==> src/rtl/pointwise_stage_pkg.sv <==
// Shared types for the pointwise app compute stage.
// Iteration vars are packed [var][bit]; index 0 is the unused outer var.
package pointwise_stage_pkg;

    localparam int DATA_W        = 16;
    localparam int NUM_CTRL_VARS = 3;

    typedef logic [NUM_CTRL_VARS-1:0][DATA_W-1:0] ctrl_vars_t;

    typedef enum logic [1:0] {
        S_WAIT,
        S_RUN,
        S_DRAIN,
        S_DONE
    } state_e;

endpackage

==> src/rtl/op_hcompute_mult_stencil_stage_affine_domain_counter.sv <==
// Nested wrap counters walking the 2-D iteration domain.
// ctrl_vars_o[1] is the inner loop, ctrl_vars_o[2] the outer loop.
module affine_domain_counter
    import pointwise_stage_pkg::*;
#(
    parameter int W     = pointwise_stage_pkg::DATA_W,
    parameter int EXT_0 = 64,
    parameter int EXT_1 = 64
) (
    input  logic                              clk,
    input  logic                              rst_n,
    input  logic                              en_i,
    input  logic                              clr_i,
    output logic [NUM_CTRL_VARS-1:0][W-1:0]   ctrl_vars_o,
    output logic                              last_o
);

    logic [W-1:0] x_q, x_d;
    logic [W-1:0] y_q, y_d;
    logic         x_wrap;
    logic         y_wrap;

    assign x_wrap = (x_q == W'(EXT_0 - 1));
    assign y_wrap = (y_q == W'(EXT_1 - 1));
    assign last_o = x_wrap & y_wrap;

    assign ctrl_vars_o = {y_q, x_q, {W{1'b0}}};

    always_comb begin
        x_d = x_q;
        y_d = y_q;
        if (clr_i) begin
            x_d = '0;
            y_d = '0;
        end else if (en_i) begin
            x_d = x_wrap ? '0 : x_q + 1'b1;
            if (x_wrap) begin
                y_d = y_wrap ? '0 : y_q + 1'b1;
            end
        end
    end

    always_ff @(posedge clk or negedge rst_n) begin
        if (!rst_n) begin
            x_q <= '0;
            y_q <= '0;
        end else begin
            x_q <= x_d;
            y_q <= y_d;
        end
    end

endmodule

==> src/rtl/op_hcompute_mult_stencil_stage.sv <==
// Pointwise multiply stage: schedules upstream reads, scales each pixel
// by a constant through a fixed-latency pipe, and writes downstream.
module op_hcompute_mult_stencil_stage
    import pointwise_stage_pkg::*;
#(
    parameter int DATA_W      = pointwise_stage_pkg::DATA_W,
    parameter int EXT_0       = 64,
    parameter int EXT_1       = 64,
    parameter int START_DELAY = 0,
    parameter int MUL_CONST   = 2,
    parameter int LAT         = 2
) (
    input  logic                                  clk,
    input  logic                                  rst_n,
    input  logic                                  flush,
    output logic                                  rd_ren,
    output logic [NUM_CTRL_VARS-1:0][DATA_W-1:0]  rd_ctrl_vars,
    input  logic [DATA_W-1:0]                     rd_data,
    output logic                                  wr_wen,
    output logic [NUM_CTRL_VARS-1:0][DATA_W-1:0]  wr_ctrl_vars,
    output logic [DATA_W-1:0]                     wr_data,
    output logic                                  done
);

    localparam int DW = (START_DELAY > 0) ? $clog2(START_DELAY + 1) : 1;

    typedef logic [NUM_CTRL_VARS-1:0][DATA_W-1:0] cv_t;

    state_e        state_q, state_d;
    logic [DW-1:0] dly_q, dly_d;
    logic          dom_last;
    logic [DATA_W-1:0] prod;

    logic [LAT-1:0]    vld_q, vld_d;
    logic [DATA_W-1:0] dat_q [LAT];
    cv_t               cv_q  [LAT];

    assign rd_ren = (state_q == S_RUN);
    assign done   = (state_q == S_DONE);
    assign prod   = rd_data * DATA_W'(MUL_CONST);

    affine_domain_counter #(
        .W     (DATA_W),
        .EXT_0 (EXT_0),
        .EXT_1 (EXT_1)
    ) u_dom (
        .clk         (clk),
        .rst_n       (rst_n),
        .en_i        (rd_ren),
        .clr_i       (flush),
        .ctrl_vars_o (rd_ctrl_vars),
        .last_o      (dom_last)
    );

    // DRAIN looks at next-cycle valids so done lands one cycle after last wen
    always_comb begin
        state_d = state_q;
        dly_d   = dly_q;
        unique case (state_q)
            S_WAIT: begin
                if (dly_q == DW'(START_DELAY)) begin
                    state_d = S_RUN;
                end else begin
                    dly_d = dly_q + 1'b1;
                end
            end
            S_RUN: begin
                if (dom_last) begin
                    state_d = S_DRAIN;
                end
            end
            S_DRAIN: begin
                if (~|vld_d) begin
                    state_d = S_DONE;
                end
            end
            S_DONE: begin
                state_d = S_DONE;
            end
            default: begin
                state_d = S_WAIT;
            end
        endcase
        if (flush) begin
            state_d = S_WAIT;
            dly_d   = '0;
        end
    end

    always_comb begin
        vld_d    = '0;
        vld_d[0] = rd_ren & ~flush;
        for (int i = 1; i < LAT; i++) begin
            vld_d[i] = vld_q[i-1] & ~flush;
        end
    end

    always_ff @(posedge clk or negedge rst_n) begin
        if (!rst_n) begin
            state_q <= S_WAIT;
            dly_q   <= '0;
            vld_q   <= '0;
        end else begin
            state_q <= state_d;
            dly_q   <= dly_d;
            vld_q   <= vld_d;
        end
    end

    // Payload only moves with a valid entry, so outputs hold between writes
    always_ff @(posedge clk or negedge rst_n) begin
        if (!rst_n) begin
            for (int i = 0; i < LAT; i++) begin
                dat_q[i] <= '0;
                cv_q[i]  <= '0;
            end
        end else begin
            if (rd_ren) begin
                dat_q[0] <= prod;
                cv_q[0]  <= rd_ctrl_vars;
            end
            for (int i = 1; i < LAT; i++) begin
                if (vld_q[i-1]) begin
                    dat_q[i] <= dat_q[i-1];
                    cv_q[i]  <= cv_q[i-1];
                end
            end
        end
    end

    assign wr_wen       = vld_q[LAT-1];
    assign wr_data      = dat_q[LAT-1];
    assign wr_ctrl_vars = cv_q[LAT-1];

endmodule

==> config.mk <==
export PLATFORM = sky130hd
export DESIGN_NAME = op_hcompute_mult_stencil_stage
export DESIGN_NICKNAME = d
export VERILOG_FILES = /design/src/rtl/pointwise_stage_pkg.sv /design/src/rtl/op_hcompute_mult_stencil_stage_affine_domain_counter.sv /design/src/rtl/op_hcompute_mult_stencil_stage.sv
export SDC_FILE = /design/constraint.sdc
export NUM_CORES = 1
export LEC_CHECK = 0
export ABC_AREA = 0
export BUFFER_PORTS_ARGS = -buffer_cell sky130_fd_sc_hd__buf_4
export CAP_MARGIN = 20
export CORE_MARGIN = 2
export CORE_UTILIZATION = 59
export CTS_CLUSTER_DIAMETER = 40
export DETAILED_ROUTE_END_ITERATION = 7
export PLACE_DENSITY_LB_ADDON = 0.15
export REMOVE_ABC_BUFFERS = 1
export SLEW_MARGIN = 20
export SYNTH_ARGS = -nofsm -noshare
export SYNTH_HDL_FRONTEND = slang
export SYNTH_SLANG_ARGS = --single-unit
==> constraint.sdc <==
create_clock -name clk -period 4.85 [get_ports clk]
set_input_delay 0 -clock clk [delete_from_list [all_inputs] [get_ports clk]]
set_output_delay 0 -clock clk [all_outputs]
set_load 0.01 [all_outputs]
==> run_results.csv, run 1 <==
group,metric,value,unit
status,outcome,"finished clean",
sta,rsz0062_at_grt,"false",
synthesis,ys_warn_count,0,
detailed_routing,drt_iter0_drc,161,
place,portBuffers,99,
sta,period_minus_slack,2.690,ns
worst_setup_path,reg2reg_setup_slack,2.16,ns
sta,setup-tns-final,0,ns
detailed_routing,drc,0,
worst_setup_path,timing.setup.critical_path_class,"reg -> reg",
synthesis,synth_top_cells_by_area,"sky130_fd_sc_hd__dfrtp_1 53%, sky130_fd_sc_hd__buf_4 9.9%, sky130_fd_sc_hd__mux2_2 8.7%",
clocking,cts-buffers-inserted,17,
synthesis,postSynthAreaPerCell,10.43,um2
synthesis,share_of_synthesized_registers_carrying_an_async_set_or_reset,1.000,
synthesis,post_synth_and_or_nand_nor_area_fraction,0.1604,
clocking,max-clock-path-buffers,2,
synthesis,synthXorXnorAreaFrac,0.008638,
global_routing,grt_first_pass_wirelength,20.99,mm
power,pwr_density_cell,366.5,mW/mm2
floorplanning,io_pins,134,
sta,max_slew_margin,0.3293,
floorplanning,die_width,105.5,um
detailed_routing,drt-wirelength-per-cell,15.94,um
synthesis,syn-instance-count,583,
detailed_routing,detail_route_antenna_nets,0,
sta,tightestPinTransition,0.9994,ns
cells_and_area,drive_above_1_share,0.2855,
clocking,cts_root_buf,"sky130_fd_sc_hd__clkbuf_8",
sta,finalClockSkew,0.01007,ns
global_routing,number_of_global_route_vias_before_repair,4171,
cells_and_area,nets,663,
floorplanning,placementRows,37,
flow_run,max_cap_violations,0,
detailed_routing,routed_wl,12.61,mm
sta,final_report_max_slew_violation_count,0,
clocking,worst_setup_hold_path_clk_slew,0.06,ns
synthesis,synthFlopType,"sky130_fd_sc_hd__dfrtp_1",
synthesis,synth_cell_types,44,
sta,clock.fmax,0.3718,GHz
worst_hold_path,hp-class,"in -> async",
sta,setup_violations,0,
detailed_routing,dr_pass1_iterations,4,
clocking,post_cts.resized_instances,0,
detailed_routing,dr_total_vias,4237,
global_routing,number_of_antenna_violations_at_the_first_check_in_global_routing,0,
power,cellLeakagePower,3.558,nW
clocking,clock_tree.htree_level_count,4,
floorplanning,core_region_area,0.01018,mm2
cells_and_area,final_cell_count_no_fill,791,
cells_and_area,leading_cell_type_in_the_layout_fill_and_taps_excluded,"sky130_fd_sc_hd__nand2_1",
power,vdd.ir_drop.worst,0.1757,mV
synthesis,synth_compound_area_frac,0.07404,
clocking,sink_count_of_the_clock_tree,130,
sta,hold_viol,0,
synthesis,seq_total_area_yosys,0.5348,
worst_setup_path,worst_setup_path_start_kind,"flip-flop",
clocking,cts_tree,"yes",
worst_setup_path,critical_path_peak_fanout,22,
detailed_routing,post_drt_via_cell_ratio,5.357,
global_routing,grt.total_usage,0.2392,
cells_and_area,layout.core_utilization,0.7045,
synthesis,share_of_the_synthesized_area_in_the_top_cell_type,0.5348,
synthesis,synth_top_family_by_area,"simple AND/OR/NAND/NOR gates",
cells_and_area,flow.area_growth_from_synthesis,17.96,%
worst_setup_path,timing.critical_path.required,5.21,ns
global_routing,globalRoute.totalOverflow,0,
worst_setup_path,timing.critical_path.to_type,"flip-flop",
global_routing,grt_start_max_net_pins,79,
place,dp_hpwl,7.670,mm
synthesis,synth.largest_area_cell,"sky130_fd_sc_hd__dfrtp_1",
worst_setup_path,timing.critical_path.arrival,3.05,ns
cells_and_area,commonest_non_fill_non_tap_cells_in_the_layout,"133 x sky130_fd_sc_hd__nand2_1, 129 x sky130_fd_sc_hd__dfrtp_1, 101 x sky130_fd_sc_hd__buf_4",
clocking,later_pin_clock_latency_in_the_skew_report,0.52,ns
place,place.detailed.instances,742,
sta,fin_crit_sh,0.5546,
floorplanning,dieHeight,105.5,um
synthesis,synth.mux.area_fraction,0.08865,
synthesis,synth-seq-cells,130,
cells_and_area,antenna_cells,0,
synthesis,synth_area,0.006083,mm2
synthesis,synth-edff-count,0,
place,routabilityCongestion,0.8311,
synthesis,synth_adder_area_share,0.004114,
floorplanning,initial_utilization,0.5973,
floorplanning,dieArea,0.01114,mm2
==> synthesized netlist by cell type, types with 2 or more instances <==
cell,number
sky130_fd_sc_hd__nand4_1,10
sky130_fd_sc_hd__clkbuf_1,19
sky130_fd_sc_hd__dfrtp_1,130
sky130_fd_sc_hd__inv_1,14
sky130_fd_sc_hd__and2_1,3
sky130_fd_sc_hd__o31ai_1,8
sky130_fd_sc_hd__mux2_2,47
sky130_fd_sc_hd__o21ai_1,2
sky130_fd_sc_hd__a21oi_1,11
sky130_fd_sc_hd__nor4_1,3
sky130_fd_sc_hd__and4_1,4
sky130_fd_sc_hd__and3_1,3
sky130_fd_sc_hd__ha_1,2
sky130_fd_sc_hd__or3_1,11
sky130_fd_sc_hd__o2111ai_1,2
sky130_fd_sc_hd__nand3_1,10
sky130_fd_sc_hd__buf_1,6
sky130_fd_sc_hd__a211oi_1,9
sky130_fd_sc_hd__o32ai_1,9
sky130_fd_sc_hd__o211ai_1,3
sky130_fd_sc_hd__xor2_1,6
sky130_fd_sc_hd__o21ai_0,19
sky130_fd_sc_hd__buf_4,80
sky130_fd_sc_hd__or4_1,7
sky130_fd_sc_hd__nor2_1,10
sky130_fd_sc_hd__buf_2,5
sky130_fd_sc_hd__nand2_1,133
==> cells by family (layout without fill, tap and decap cells) <==
logic type	count (synthesis)	in the layout
muxes	48	48
DFF	130	130
xor gates and xnor gates	6	6
buffers and inverters	125	165
other	1	33
adders and majority gates	2	2
and+or+nand+nor	203	203
AOI/OAI and AO/OA	68	68
==> routing by layer <==
layer | vias up | part of all wire | global-route usage
li1 | 1995 | - | -
met1 | 2110 | 0.44 | 0.3143
met2 | 109 | 0.50 | 0.3839
met3 | 23 | 0.047 | 0.06432
met4 | 0 | 0.018 | 0.08835
met5 | - | 0 | 0
==> final cells by class <==
cell class                      instances  area, um2
Tap cell                              136      170.2
Sequential cell                       130       3257
Clock buffer                           21      459.2
Timing Repair Buffer                  119      939.7
Clock inverter                         11      127.6
Inverter                               14      52.55
Multi-Input combinational cell        360       2170
Fill cell                             769       3009
==> state kept, by name, summed over array words and instances (netlist names) <==
name / flops
cv_q: 32
dat_q: 15
state_q: 2
u_dom.x_q: 16
u_dom.y_q: 16
vld_q: 2
wr_ctrl_vars: 32
wr_data: 15
==> stage by stage <==
step | cell area, um2 | hold WS (ns) | power [mW] | setup WS (ns)
final | 7176 | 0.02792 | 2.630 | 2.160
after global routing | 7176 | 0.07468 | 2.729 | 1.869
after CTS | 7176 | 0.05260 | 2.650 | 2.152
after detailed placement | 6419 | 0.02295 | 1.400 | 2.197
after global placement | 6416 | 0.01507 | 1.390 | 2.281
after floorplan | 5473 | -0.2956 | 1.280 | 1.027
==> repair_timing <==
item | CTS | global route
endpoints found under the hold margin | 95 | 0
setup buffers | 0 | 0
hold buffers | 17 | 0
==> power by group <==
group / internal, mW / switching [mW] / leakage (nW) / total (mW)
Sequential: 1.13 / 0.0405 / 1.74 / 1.18
Combinational: 0.0988 / 0.116 / 1.53 / 0.215
Clock: 0.775 / 0.464 / 0.281 / 1.24
==> worst max-delay path: stages, from the launching register on <==
cell                      delay, ns
sky130_fd_sc_hd__dfrtp_1       0.42
sky130_fd_sc_hd__ha_1          0.21
sky130_fd_sc_hd__and3_1        0.26
sky130_fd_sc_hd__nand4_2       0.51
sky130_fd_sc_hd__o21ai_1       1.01
sky130_fd_sc_hd__nor2_1        0.11
==> path summary, 6_finish.rpt <==
check / startpoint / endpoint / cells after the start
worst min register to register: cv_q[78] / cv_q[78] / 2
worst min-delay path: rst_n / cv_q[89] / 2
max in group asynchronous: rst_n / dat_q[31] / 3
worst max-delay path: u_dom.x_q[0] / u_dom.x_q[8] / 5
worst max register to register: u_dom.x_q[0] / u_dom.x_q[8] / 5
min in group clk: rd_data[5] / dat_q[22] / 4
(Power assumes the default switching activity.)
==> run 2, diff against run 1 <==
--- a/config.mk
+++ b/config.mk
@@ -5,11 +5,11 @@
 export SDC_FILE = /design/constraint.sdc
 export NUM_CORES = 1
 export LEC_CHECK = 0
-export ABC_AREA = 0
+export ABC_AREA = 1
 export BUFFER_PORTS_ARGS = -buffer_cell sky130_fd_sc_hd__buf_4
 export CAP_MARGIN = 20
 export CORE_MARGIN = 2
-export CORE_UTILIZATION = 59
+export CORE_UTILIZATION = 50
 export CTS_CLUSTER_DIAMETER = 40
 export DETAILED_ROUTE_END_ITERATION = 7
 export PLACE_DENSITY_LB_ADDON = 0.15
==> constraint.sdc (replaced) <==
create_clock -name clk -period 2.4 [get_ports clk]
set_input_delay 0 -clock clk [delete_from_list [all_inputs] [get_ports clk]]
set_output_delay 0 -clock clk [all_outputs]
set_load 0.01 [all_outputs]
==> run 2 against run 1 <==
Compared with the run above:
- critical path depth up 3
- die area up 22%
- count of clock-buffer cells in the layout grew 3
- power grew to 2.6 times the previous value
- maximum frequency increased by 55%
- final cell count up 30%
- worst hold slack better by 0.091 ns
- core utilization decreased by 10 points
- synthesized area up 4.0%
- synthesized cell count grew 34%
- sequential cell count unchanged
- largest power group is now sequential cells
==> run_results.csv, run 2 <==
group,metric,value,unit
status,outcome,"finished clean",
global_routing,grt.total_usage,0.2137,
cells_and_area,final.fill_count,1132,
power,pwr_density_cell,911.3,mW/mm2
sta,period_minus_slack,1.737,ns
place,place.detailed.instances,983,
synthesis,synth-seq-cells,130,
clocking,cts-buffers-inserted,17,
clocking,cts_setup_buffers,0,
detailed_routing,dr_pass1_iterations,7,
synthesis,postSynthAreaPerCell,8.124,um2
worst_setup_path,timing.setup.critical_path_class,"reg -> reg",
power,cellLeakagePower,3.952,nW
cells_and_area,final_cell_count_no_fill,1032,
synthesis,synthFlopType,"sky130_fd_sc_hd__dfrtp_1",
clocking,later_pin_clock_latency_in_the_skew_report,0.41,ns
worst_setup_path,source_of_the_critical_timing_path,"u_dom.y_q[1]",
cells_and_area,antenna_cells,0,
cells_and_area,drive_above_1_share,0.1849,
cells_and_area,leading_cell_type_in_the_layout_fill_and_taps_excluded,"sky130_fd_sc_hd__nand2_1",
sta,timing.hold.ws,0.1192,ns
worst_setup_path,critical_path.slowest_cell,"sky130_fd_sc_hd__dfrtp_1",
floorplanning,dieArea,0.01357,mm2
synthesis,share_of_the_synthesized_area_in_the_top_cell_type,0.5140,
global_routing,globalRoute.totalOverflow,0,
worst_setup_path,critical_path_peak_fanout,5,
global_routing,grt_first_pass_wirelength,22.44,mm
clocking,sink_count_of_the_clock_tree,130,
floorplanning,die_width,116.5,um
worst_setup_path,critical-path-max-stage-delay,0.45,ns
floorplanning,initial_utilization,0.5077,
global_routing,number_of_global_route_vias_before_repair,4581,
clocking,cts_root_buf,"sky130_fd_sc_hd__clkbuf_16",
place,routabilityCongestion,0.8627,
sta,fin_crit_sh,0.7236,
sta,tightestPinTransition,0.5341,ns
detailed_routing,drt-wirelength-per-cell,13.09,um
detailed_routing,drc,0,
cells_and_area,nets,868,
cells_and_area,combined_area_of_the_multi_input_logic_cells,0.002288,mm2
floorplanning,placementRows,41,
clocking,cts_tree,"yes",
floorplanning,io_pins,134,
floorplanning,dieHeight,116.5,um
clocking,holdBufCountCts,17,
place,dpl_cell_area,0.006738,mm2
flow_run,max_cap_violations,0,
sta,finalClockSkew,0.007224,ns
worst_setup_path,critical_path.reg2reg.startpoint,"u_dom.y_q[1]",
detailed_routing,routed_wl,13.51,mm
global_routing,grt_start_max_net_pins,57,
synthesis,seq_total_area_yosys,0.5140,
clocking,worst_setup_hold_path_clk_slew,0.05,ns
global_routing,number_of_antenna_violations_at_the_first_check_in_global_routing,0,
synthesis,synth_cell_types,30,
detailed_routing,drt_iter0_drc,401,
worst_setup_path,timing.critical_path.arrival,2.04,ns
floorplanning,core_region_area,0.01247,mm2
synthesis,synth_top_cells_by_area,"sky130_fd_sc_hd__dfrtp_1 51%, sky130_fd_sc_hd__nand2_1 19%, sky130_fd_sc_hd__buf_4 9.7%",
synthesis,share_of_synthesized_registers_carrying_an_async_set_or_reset,1.000,
synthesis,yosysMostFrequentCell,"sky130_fd_sc_hd__nand2_1",
sta,final_report_max_slew_violation_count,0,
worst_setup_path,cp_num_buf_inv,0,
clocking,post_cts.resized_instances,0,
worst_setup_path,timing.critical_path.cells,"ha_1, nand3_1, nor3_1, nand2_1, nand2_1, nor2_1, nand2_1, nand2_1",
sta,hold_viol,0,
synthesis,synth.largest_area_cell,"sky130_fd_sc_hd__dfrtp_1",
detailed_routing,detail_route_antenna_nets,0,
sta,rsz0062_at_grt,"false",
detailed_routing,post_drt_via_cell_ratio,4.704,
place,dp_hpwl,9.133,mm
worst_setup_path,timing.critical_path.required,2.70,ns
synthesis,synth-edff-count,0,
cells_and_area,seq_area,0.003253,mm2
sta,setup_violations,0,
sta,max_slew_margin,0.6440,
worst_setup_path,path_common_cell,"sky130_fd_sc_hd__nand2_1",
worst_setup_path,path_delay_family,"simple AND/OR/NAND/NOR gates",
worst_setup_path,timing.critical_path.to_type,"flip-flop",
power,vdd.ir_drop.worst,0.4911,mV
cells_and_area,commonest_non_fill_non_tap_cells_in_the_layout,"319 x sky130_fd_sc_hd__nand2_1, 130 x sky130_fd_sc_hd__dfrtp_1, 103 x sky130_fd_sc_hd__buf_4",
clocking,clock_tree.htree_level_count,4,
synthesis,synth_area,0.006329,mm2
synthesis,synth_commonest_cells,"319 x sky130_fd_sc_hd__nand2_1, 130 x sky130_fd_sc_hd__dfrtp_1, 82 x sky130_fd_sc_hd__buf_4, 51 x sky130_fd_sc_hd__nor2_1, 43 x sky130_fd_sc_hd__inv_1",
synthesis,ys_warn_count,0,
place,portBuffers,99,
sta,clock.fmax,0.5758,GHz
sta,setup-tns-final,0,ns
worst_hold_path,hp-class,"in -> async",
synthesis,syn-instance-count,779,
cells_and_area,flow.area_growth_from_synthesis,18.76,%
detailed_routing,dr_total_vias,4855,
worst_setup_path,worst_setup_path_start_kind,"flip-flop",
cells_and_area,layout.cell_area.non_filler,0.007516,mm2
clocking,max-clock-path-buffers,2,
[run 2: per-layer routing]
layer,global-route usage,part of all wire,wire length [um]
met5,0,0,0
met4,0.08016,0.016,216
met3,0.05345,0.052,700
met2,0.3314,0.46,6280
met1,0.2923,0.47,6317
[run 2: worst paths after layout]
kind / end / slack (ns) / cells after the start
setup / recovery: u_dom.y_q[14] / 0.66 / 8
hold / removal: wr_ctrl_vars[31] / 0.12 / 2
setup reg to reg: u_dom.y_q[14] / 0.66 / 8
hold reg to reg: wr_data[11] / 0.47 / 2
max in group asynchronous: u_dom.y_q[12] / 1.50 / 3
min in group clk: dat_q[20] / 0.33 / 4
[run 2: area by class of cell]
| type | count | share of cell area |
|---|---|---|
| multi-input cells | 529 | 0.3045 |
| repair buffers | 122 | 0.1297 |
| clock buffers | 24 | 0.06409 |
| flip-flops and latches | 130 | 0.4328 |
| clock inverters | 8 | 0.01681 |
| inverters | 47 | 0.02347 |
| well taps | 172 | 0.02863 |
[run 2: cell families after synthesis]
group | count (synthesis) | synth area share
AOI/OAI and AO/OA | 52 | 0.04488
buffers and inverters | 152 | 0.1433
other | 1 | 0.0005926
xor gates and xnor gates | 6 | 0.008304
and+or+nand+nor | 436 | 0.2849
DFF | 130 | 0.5140
adders and majority gates | 2 | 0.003954
[run 2: per-stage QoR]
stage	setup WS [ns]	util	power, mW
final	0.6634	0.6029	6.850
after global routing	0.4379	0.6029	7.250
after CTS	0.6692	0.6029	6.919
after global placement	0.7060	0.5405	4.215
after detailed placement	0.6900	0.5405	4.255
after floorplan	0.1204	-	3.549
[run 2: power by group]
| group | internal [mW] | leakage [nW] | switching [mW] |
|---|---|---|---|
| clock network | 1.72 | 0.287 | 0.919 |
| registers | 2.52 | 1.76 | 0.178 |
| logic | 0.505 | 1.91 | 1.01 |
| total | 4.74 | 3.95 | 2.11 |
